$ cat config.mk
export PLATFORM = sky130hd
export DESIGN_NAME = agc_loop_ctrl
export DESIGN_NICKNAME = d
export VERILOG_FILES = /design/src/rtl/agc_loop_ctrl.sv
export SDC_FILE = /design/constraint.sdc
export NUM_CORES = 1
export LEC_CHECK = 0
export ABC_CLOCK_PERIOD_IN_PS = 2800
export CORE_UTILIZATION = 55
export CTS_CLUSTER_DIAMETER = 120
export DETAILED_ROUTE_END_ITERATION = 7
export GPL_ROUTABILITY_DRIVEN = 0
export HOLD_SLACK_MARGIN = 0.05
export PLACE_DENSITY = 0.77
export SLEW_MARGIN = 20
export SYNTH_ARGS = -nofsm -noshare
export SYNTH_HDL_FRONTEND = slang
export SYNTH_SLANG_ARGS = --single-unit
export TNS_END_PERCENT = 100
$ cat constraint.sdc
create_clock -name clk -period 2.8 [get_ports clk]
set_input_delay 0.42 -clock clk [delete_from_list [all_inputs] [get_ports clk]]
set_output_delay 0.42 -clock clk [all_outputs]
set_load 0.05 [all_outputs]
$ cat src/rtl/agc_loop_ctrl.sv
// agc_loop_ctrl: AGC loop controller downstream of the power estimator.
// It periodically requests a power measurement (log_start), then waits for
// pwr_est_end/pwr_est_dB. It integrates a scaled error against TARGET_DB into a
// saturating unsigned gain word, and reports lock once the error has stayed
// inside a small window.
//
// Optional build macro: AGC_DEADBAND_EN
//   defined   -> errors with |err| <= DEADBAND produce a zero gain step.
//   undefined -> the gain step is always err >>> STEP_SHIFT, and DEADBAND has
//                no effect on the datapath.
module agc_loop_ctrl #(
  parameter logic [8:0] TARGET_DB  = 9'd200,
  parameter int         GAIN_W     = 10,
  parameter int         MEAS_INTV  = 64,
  parameter int         STEP_SHIFT = 2,
  parameter int         LOCK_THR   = 4,
  parameter int         LOCK_CNT   = 4,
  parameter int         TIMEOUT    = 32,
  parameter int         DEADBAND   = 2
) (
  input  logic              clk,
  input  logic              reset_n,
  input  logic              agc_en,
  input  logic [GAIN_W-1:0] gain_init,
  input  logic [8:0]        pwr_est_dB,
  input  logic              pwr_est_end,
  output logic              log_start,
  output logic [GAIN_W-1:0] agc_gain,
  output logic              agc_gain_vld,
  output logic [9:0]        pwr_err,
  output logic              agc_lock,
  output logic              meas_timeout
);

  // Counter widths are sized to hold their reload values.
  localparam int INTV_W = $clog2(MEAS_INTV + 1);
  localparam int TO_W   = $clog2(TIMEOUT + 1);
  localparam int LCNT_W = $clog2(LOCK_CNT + 1);

  // The gain/delta sum needs two bits of headroom over the gain word. It also
  // needs to be at least as wide as the sign-extended 10-bit error.
  localparam int SUM_W = (GAIN_W + 2 > 11) ? GAIN_W + 2 : 11;

  localparam logic [INTV_W-1:0]       INTV_RELOAD = INTV_W'(MEAS_INTV - 1);
  localparam logic [TO_W-1:0]         TO_RELOAD   = TO_W'(TIMEOUT - 1);
  localparam logic [LCNT_W-1:0]       LOCK_CNT_V  = LCNT_W'(LOCK_CNT);
  localparam logic [9:0]              LOCK_THR_V  = 10'(LOCK_THR);
  localparam logic signed [SUM_W-1:0] GAIN_MAX_S  = SUM_W'((1 << GAIN_W) - 1);

  // Parameter sanity checks, evaluated at elaboration only.
  if (MEAS_INTV < 2) begin : g_chk_intv
    $error("agc_loop_ctrl: MEAS_INTV must be at least 2");
  end
  if (TIMEOUT < 1) begin : g_chk_timeout
    $error("agc_loop_ctrl: TIMEOUT must be at least 1");
  end
  if (LOCK_CNT < 1) begin : g_chk_lock
    $error("agc_loop_ctrl: LOCK_CNT must be at least 1");
  end
  if (DEADBAND < 0 || DEADBAND > 511) begin : g_chk_deadband
    $error("agc_loop_ctrl: DEADBAND must lie in 0..511");
  end

  typedef enum logic [1:0] {
    S_IDLE = 2'd0,
    S_WAIT = 2'd1,
    S_MEAS = 2'd2,
    S_UPD  = 2'd3
  } state_t;

  state_t                   state_q,        state_d;
  logic [INTV_W-1:0]        intv_cnt_q,     intv_cnt_d;
  logic [TO_W-1:0]          to_cnt_q,       to_cnt_d;
  logic [LCNT_W-1:0]        lock_cnt_q,     lock_cnt_d;
  logic [GAIN_W-1:0]        agc_gain_q,     agc_gain_d;
  logic signed [9:0]        pwr_err_q,      pwr_err_d;
  logic                     agc_gain_vld_q, agc_gain_vld_d;
  logic                     agc_lock_q,     agc_lock_d;
  logic                     log_start_q,    log_start_d;
  logic                     meas_timeout_q, meas_timeout_d;

  logic signed [9:0]        meas_err;
  logic [9:0]               abs_err;
  logic signed [9:0]        delta;
  logic signed [SUM_W-1:0]  gain_ext;
  logic signed [SUM_W-1:0]  delta_ext;
  logic signed [SUM_W-1:0]  gain_sum;

  // Magnitude of a 10-bit signed error. The error range is -511..511, so the
  // result always fits in 10 bits.
  function automatic logic [9:0] abs10(input logic signed [9:0] v);
    return v[9] ? -v : v;
  endfunction

  // Clamp the signed gain sum into the unsigned gain range instead of wrapping.
  function automatic logic [GAIN_W-1:0] sat_gain(input logic signed [SUM_W-1:0] s);
    if (s[SUM_W-1])
      return '0;
    else if (s > GAIN_MAX_S)
      return '1;
    else
      return s[GAIN_W-1:0];
  endfunction

  // Error datapath: capture error, loop-gain step, and saturating integration.
  always_comb begin
    meas_err  = $signed({1'b0, TARGET_DB}) - $signed({1'b0, pwr_est_dB});
    abs_err   = abs10(pwr_err_q);
    delta     = pwr_err_q >>> STEP_SHIFT;
`ifdef AGC_DEADBAND_EN
    if (abs_err <= 10'(DEADBAND))
      delta = '0;
`endif
    gain_ext  = $signed(SUM_W'(agc_gain_q));
    delta_ext = SUM_W'(delta);
    gain_sum  = gain_ext + delta_ext;
  end

  // Loop FSM: next state, counters, gain/lock update and output pulses.
  always_comb begin
    state_d        = state_q;
    intv_cnt_d     = intv_cnt_q;
    to_cnt_d       = to_cnt_q;
    lock_cnt_d     = lock_cnt_q;
    agc_gain_d     = agc_gain_q;
    pwr_err_d      = pwr_err_q;
    agc_lock_d     = agc_lock_q;
    agc_gain_vld_d = 1'b0;
    log_start_d    = 1'b0;
    meas_timeout_d = 1'b0;

    if (!agc_en) begin
      // Abort from any state: the gain and the last error are held, and loop
      // status is cleared so that a re-enable starts fresh.
      state_d    = S_IDLE;
      intv_cnt_d = '0;
      to_cnt_d   = '0;
      lock_cnt_d = '0;
      agc_lock_d = 1'b0;
    end else begin
      case (state_q)
        S_IDLE: begin
          state_d    = S_WAIT;
          agc_gain_d = gain_init;
          intv_cnt_d = INTV_RELOAD;
        end

        S_WAIT: begin
          if (intv_cnt_q == '0) begin
            state_d     = S_MEAS;
            log_start_d = 1'b1;
            to_cnt_d    = TO_RELOAD;
          end else begin
            intv_cnt_d = intv_cnt_q - 1'b1;
          end
        end

        S_MEAS: begin
          // A reply on the expiry cycle still counts, so it is checked first.
          if (pwr_est_end) begin
            pwr_err_d = meas_err;
            state_d   = S_UPD;
          end else if (to_cnt_q == '0) begin
            meas_timeout_d = 1'b1;
            state_d        = S_WAIT;
            intv_cnt_d     = INTV_RELOAD;
          end else begin
            to_cnt_d = to_cnt_q - 1'b1;
          end
        end

        S_UPD: begin
          agc_gain_d     = sat_gain(gain_sum);
          agc_gain_vld_d = 1'b1;
          if (abs_err <= LOCK_THR_V) begin
            lock_cnt_d = (lock_cnt_q == LOCK_CNT_V) ? lock_cnt_q : lock_cnt_q + 1'b1;
            if (lock_cnt_d == LOCK_CNT_V)
              agc_lock_d = 1'b1;
          end else begin
            lock_cnt_d = '0;
            agc_lock_d = 1'b0;
          end
          state_d    = S_WAIT;
          intv_cnt_d = INTV_RELOAD;
        end

        default: begin
          state_d = S_IDLE;
        end
      endcase
    end
  end

  // State, counters and registered outputs with asynchronous active-low reset.
  always_ff @(posedge clk or negedge reset_n) begin
    if (!reset_n) begin
      state_q        <= S_IDLE;
      intv_cnt_q     <= '0;
      to_cnt_q       <= '0;
      lock_cnt_q     <= '0;
      agc_gain_q     <= '0;
      pwr_err_q      <= '0;
      agc_lock_q     <= 1'b0;
      agc_gain_vld_q <= 1'b0;
      log_start_q    <= 1'b0;
      meas_timeout_q <= 1'b0;
    end else begin
      state_q        <= state_d;
      intv_cnt_q     <= intv_cnt_d;
      to_cnt_q       <= to_cnt_d;
      lock_cnt_q     <= lock_cnt_d;
      agc_gain_q     <= agc_gain_d;
      pwr_err_q      <= pwr_err_d;
      agc_lock_q     <= agc_lock_d;
      agc_gain_vld_q <= agc_gain_vld_d;
      log_start_q    <= log_start_d;
      meas_timeout_q <= meas_timeout_d;
    end
  end

  assign log_start    = log_start_q;
  assign agc_gain     = agc_gain_q;
  assign agc_gain_vld = agc_gain_vld_q;
  assign pwr_err      = pwr_err_q;
  assign agc_lock     = agc_lock_q;
  assign meas_timeout = meas_timeout_q;

endmodule

# Word level (Yosys, flattened, before mapping)

Index checks and enable logic that the tools add are counted.
Widths: inputs -> output; s select.

Logic and storage cells: 79
Output and inout port bits: 24
Register bits after elaboration: 42
Bits of input ports: 23

$lt $le $gt $ge: 2
$add $sub $neg: 6
Equality and inequality tests: 14
Multiplexer cells: 36
Reduce and logical (&&, ||, !) cells: 11

Operators by type and width:

| operator             | number |
|---|---|
| $mux 10              | 3 |
| $mux 7               | 4 |
| $mux 6               | 4 |
| $pmux 7 s3           | 1 |
| $pmux 10 s2          | 1 |
| $ne 3x3->1 const B   | 5 |
| $mux 1               | 13 |
| $add 11x8->12        | 1 |
| $gt 12x11->1 const B | 1 |
| $mux 3               | 4 |
| $pmux 6 s2           | 1 |
| $le 10x3->1 const B  | 1 |
| $neg 10->10          | 1 |
| $sub 8x9->10 const A | 1 |
| $mux 2               | 4 |
| $logic_not 7->1      | 1 |
| $sub 7x1->7 const B  | 1 |
| $eq 3x3->1 const B   | 2 |
| $logic_not 6->1      | 1 |
| $pmux 2 s3           | 1 |
| $reduce_and 2->1     | 3 |
| $reduce_and 3->1     | 2 |
| $sub 6x1->6 const B  | 1 |
| $eq 2x2->1 const B   | 2 |
| other kinds (10)     | 10 |

# Depth between registers and ports, before layout

Depth after elaboration: 7
Gate-level depth with buffers: 10
Mapped depth without buffers: 9

# Least setup slack after synthesis

No wires, ideal clock.

Kind: flip-flop to flip-flop
Start: register pwr_err_q[2], in the netlist pwr_err[2]
End: register agc_gain_q[1], in the netlist agc_gain[1]
Arrival: 2624 ps
Stages on the path, launching flop included: 11
Setup slack: 49 ps
Cells stage by stage: dfrtp_1 -> ha_1 -> inv_1 -> fa_1 -> nor2b_1 -> o2111ai_1 -> a211o_1 -> and4_4 -> buf_6 -> nor3b_1 -> o21ai_1

Longest elaborated chain between the ends: 5

Ends and longest elaborated chain:

| item                     | line | text |
|---|---|---|
| start: declaration       | 76   | `logic signed [9:0] pwr_err_q, pwr_err_d;` |
| start signal: assignment | 213  | `pwr_err_q <= pwr_err_d;` |
| $add 11x8->12 (*)        | 116  | `gain_sum = gain_ext + delta_ext;` |
| $gt 12x11->1             | 99   | `else if (s > GAIN_MAX_S)` |
| $mux 10                  | 99   |  |
| $mux 10 (*)              | 97   | `if (s[SUM_W-1])` |
| $pmux 10 s2 (*)          | 141  | `case (state_q)` |
| end signal: assignment   | 212  | `agc_gain_q <= agc_gain_d;` |
| end: declaration         | 75   | `logic [GAIN_W-1:0] agc_gain_q, agc_gain_d;` |

Every way passes the cells marked *; elsewhere a longest branch is shown, timed or not.
A chain may end at the register's enable or synchronous reset.

# Worst setup path in the final report

Start: register pwr_err_q[2], in the netlist pwr_err[2]
End: register agc_gain_q[5], in the netlist agc_gain[5]

Same word-level chain as after synthesis.

==> run summary <==
STATUS
----------------------------------------------------------------------------------
Run status .......................................................... finished clean

SYNTHESIS
----------------------------------------------------------------------------------
Most repeated cell in the gate-level netlist after synthesis ........ sky130_fd_sc_hd__dfrtp_1
Leading post-synthesis cells by cell area ........................... sky130_fd_sc_hd__dfrtp_1 (34%), sky130_fd_sc_hd__ha_1 (8.8%), sky130_fd_sc_hd__a21oi_1 (6.2%), sky130_fd_sc_hd__nand2_1 (4.1%), sky130_fd_sc_hd__o21ai_0 (3.7%)
Net count of the mapped netlist .....................................          405
Synth top area share ................................................        33.6%
FFs w/ async S/R, synth .............................................         100%
Register area share after synthesis .................................        33.6%
Post-Synthesis Cells ................................................          359
Leading post-synthesis cells by instance count ...................... sky130_fd_sc_hd__dfrtp_1 (42), sky130_fd_sc_hd__a21oi_1 (39), sky130_fd_sc_hd__nand2_1 (34)
Mapped Area ......................................................... 0.00312 mm^2
Post-synth top area cell ............................................ sky130_fd_sc_hd__dfrtp_1
Post-Synthesis Mean Instance Area ...................................    8.70 um^2
Synthesized flop and latch total ....................................           42
Warnings, synthesis .................................................            0
Primary FF master, synth ............................................ sky130_fd_sc_hd__dfrtp_1
Post-synth cell types ...............................................           65
Number of synthesized flops with an enable pin ......................            0

TIMING
----------------------------------------------------------------------------------
Final worst hold slack ..............................................       262 ps
Post-layout min period ..............................................      2610 ps
Final count of hold timing violations ...............................            0
Relative slew slack .................................................        35.9%
TNS Setup ...........................................................         0 ps
Setup repair after global routing missed its margin .................        false
Maximum frequency from static timing analysis .......................      384 MHz
Layout Skew .........................................................      9.16 ps
Pin slew with the least headroom to its limit .......................       961 ps
Final setup fails ...................................................            0
Number of pins exceeding their max-slew limit in the final report ...            0
Share of the clock period used by the worst path after layout .......        93.0%

GLOBAL ROUTING
----------------------------------------------------------------------------------
Leftover overflow at the end of global routing ......................            0
Pin count of the biggest net entering global routing ................           43
Overall fraction of global-route tracks in use ......................        25.4%
Antenna violations before repair ....................................            0
Wire length of the first global-routing pass ........................     12100 um
Via count of the first global-routing pass ..........................         2634

SETUP PATH
----------------------------------------------------------------------------------
Buffers plus inverters on the worst setup path ......................            1
CP Class ............................................................      reg2reg
Crit. End Element ...................................................     register
Kind of cell adding the most delay to the critical path ............. compound AO/OA/AOI/OAI gates
Stage delay of the slowest cell on the critical path ................       440 ps
Highest fanout seen on the critical path ............................            8
Critical path arrival ...............................................      2790 ps
Crit path max-delay cell type ....................................... sky130_fd_sc_hd__dfrtp_2
Critical path launch point type .....................................     register
CP required .........................................................      2990 ps
CP cell instances ................................................... ha_1 -> inv_1 -> fa_1 -> nor2b_1 -> o2111ai_1 -> a211oi_1 -> o21ai_0 -> a31o_2 -> a221o_1

CTS
----------------------------------------------------------------------------------
Clock sinks .........................................................           42
H-tree depth reported by CTS ........................................            2
Clock tree from TritonCTS ...........................................        built
Hold buffer count at CTS ............................................            0
Buffer type at the clock tree root .................................. sky130_fd_sc_hd__clkbuf_8
Latest clock arrival within the worst-skew pair .....................       310 ps
Clock-pin transition on the worst setup and hold timing paths .......        90 ps
Maximum clock insertion buffer count ................................            2
Number of buffers created by CTS ....................................            5

JOB
----------------------------------------------------------------------------------
Max-cap violations ..................................................            0

DRT
----------------------------------------------------------------------------------
DRT met1 WL .........................................................      3350 um
Vias after detailed routing .........................................         2827
Number of iterations in the first detailed-routing pass .............            4
Post-route DRC ......................................................            0
Uppermost layer routed ..............................................         met4
DR vias/cell ........................................................         5.96
Met3 routed wirelength ..............................................       337 um
Detailed Route WL ...................................................      7210 um
Wire length on met2 .................................................      3390 um
Number of DRC markers in iteration 0 ................................          277
Antenna-violating nets left .........................................            0
Final routed wire length divided by cell count ......................      15.2 um

FLOORPLANNING
----------------------------------------------------------------------------------
Die Area ............................................................ 0.00599 mm^2
Floorplan row count .................................................           27
Effective utilization at floorplan ..................................        56.7%
# IOs ...............................................................           47
Core region area .................................................... 0.00551 mm^2
Height of the die ...................................................      77.4 um
Die Width ...........................................................      77.4 um

POWER
----------------------------------------------------------------------------------
Leakage power figure ................................................   0.00158 uW
Clock share of power ................................................        10.9%
Power share of the combinational group ..............................        64.2%
Worst vdd rail ir drop ..............................................   0.000654 V
Internal power summed over all cells ................................      2270 uW
Switching share of power ............................................        50.4%
Sequential group share of total power ...............................        24.9%
Total power per unit cell area ...................................... 1220 mW/mm^2
Sw power ............................................................      2300 uW

PLACED DESIGN
----------------------------------------------------------------------------------
Number of port buffers ..............................................           46
Half-perimeter wire length after placement ..........................      5310 um

CELLS AND AREA
----------------------------------------------------------------------------------
Fill cell instance count of the final layout ........................          448
Share of final-layout standard cells stronger than drive strength 1 .        7.21%
Syn-to-layout area delta ............................................        19.6%
Number of diodes added for antenna fixing ...........................            0
Layout net count ....................................................          447

HOLD PATH
----------------------------------------------------------------------------------
Worst min path class ................................................     in2async

==> state kept, by name, summed over array words and instances (netlist names) <==
signal and count:
agc_gain 10, agc_gain_vld 1, agc_lock 1, intv_cnt_q 7, lock_cnt_q 3, log_start 1, meas_timeout 1, pwr_err 10
state_q 2, to_cnt_q 6
==> stage by stage <==
step | cells | setup WS [ps] | instance area (um^2) | utilization, % | total power (uW)
after CTS | 474 | 161 | 3740 | 67.8 | 4560
final | 474 | 195 | 3740 | 67.9 | 4570
after detailed placement | 466 | 184 | 3620 | 65.8 | 4060
after global routing | 474 | 11.1 | 3740 | 67.9 | 4930
after floorplan | 359 | 49.4 | 3120 | - | 3310
after global placement | 466 | 303 | 3620 | 65.8 | 3980
==> power groups by stage <==
stage          Clock, uW  Combinational (uW)  Sequential (uW)
2_1_floorplan          0                1790             1520
3_5_place_dp           0                2920             1140
3_3_place_gp           0                2850             1130
5_1_grt              529                3230             1170
4_1_cts              505                2930             1130
6_report             500                2940             1140
==> per-layer routing <==
metal / GRT usage, % / vias to the layer above
met4: 8.68 / 0
met5: 0 / -
met1: 34.8 / 1335
li1: - / 1397
met3: 3.88 / 11
met2: 41.0 / 84
==> worst paths after layout <==
kind                             from      endpoint  slack, ps  cells after the start
setup / recovery           pwr_err[2]   agc_gain[5]        190                      9
hold / removal                reset_n  agc_gain_vld        260                      1
setup reg to reg           pwr_err[2]   agc_gain[5]        190                      9
hold reg to reg              agc_lock      agc_lock        560                      2
max in group asynchronous     reset_n    pwr_err[2]       1880                      1
min in group clk             agc_lock      agc_lock        560                      2
==> cell type report <==
type / count / area [um^2] / area share [%]
repair buffers: 49 / 478 / 12.8
well taps: 72 / 90.1 / 2.41
flip-flops and latches: 42 / 1050 / 28.2
inverters: 22 / 82.6 / 2.21
clock buffers: 5 / 68.8 / 1.84
multi-input cells: 281 / 1920 / 51.4
clock inverters: 3 / 45.0 / 1.21
==> layout by cell type (no fill, tap or decap), types with 2 or more instances in the layout <==
cell type and count:
sky130_fd_sc_hd__clkdlybuf4s50_1 45, sky130_fd_sc_hd__buf_4 3, sky130_fd_sc_hd__a31oi_1 2, sky130_fd_sc_hd__xnor2_1 8, sky130_fd_sc_hd__nor3b_1 13, sky130_fd_sc_hd__ha_1 22
sky130_fd_sc_hd__a211o_1 2, sky130_fd_sc_hd__a2111o_1 2, sky130_fd_sc_hd__a311oi_1 2, sky130_fd_sc_hd__nand2_1 34, sky130_fd_sc_hd__nor2b_1 3, sky130_fd_sc_hd__o21ai_0 23
sky130_fd_sc_hd__o21bai_1 3, sky130_fd_sc_hd__a211oi_1 5, sky130_fd_sc_hd__a21o_1 5, sky130_fd_sc_hd__xor2_1 5, sky130_fd_sc_hd__clkbuf_8 5, sky130_fd_sc_hd__inv_1 22
sky130_fd_sc_hd__o211ai_1 2, sky130_fd_sc_hd__and3_1 4, sky130_fd_sc_hd__and2_1 3, sky130_fd_sc_hd__o21ai_1 9, sky130_fd_sc_hd__clkinvlp_4 2, sky130_fd_sc_hd__nand2b_1 6
sky130_fd_sc_hd__mux2i_1 4, sky130_fd_sc_hd__dfrtp_1 41, sky130_fd_sc_hd__nor2_1 15, sky130_fd_sc_hd__or3_1 3, sky130_fd_sc_hd__nand3_1 9, sky130_fd_sc_hd__mux2_2 3
sky130_fd_sc_hd__nor4_1 3, sky130_fd_sc_hd__or4_1 2, sky130_fd_sc_hd__nor3_1 14, sky130_fd_sc_hd__a221o_1 2, sky130_fd_sc_hd__a21oi_1 39, sky130_fd_sc_hd__o21a_1 5
==> timing repair <==
action	in CTS	in global routing
endpoints found under the setup margin	0	4
resized for setup	0	1
setup buffers	0	0
==> cells by family (layout without fill, tap and decap cells) <==
logic type / count (synthesis) / after routing / synth area share [%]
compound gates: 121 / 121 / 26.2
buf+inv: 36 / 79 / 4.89
xor+xnor: 13 / 13 / 3.64
mux: 7 / 7 / 2.36
flops: 42 / 42 / 33.6
fa+ha+maj: 23 / 23 / 9.45
simple gates: 117 / 117 / 19.8
Power figures use the tool's default switching activity.
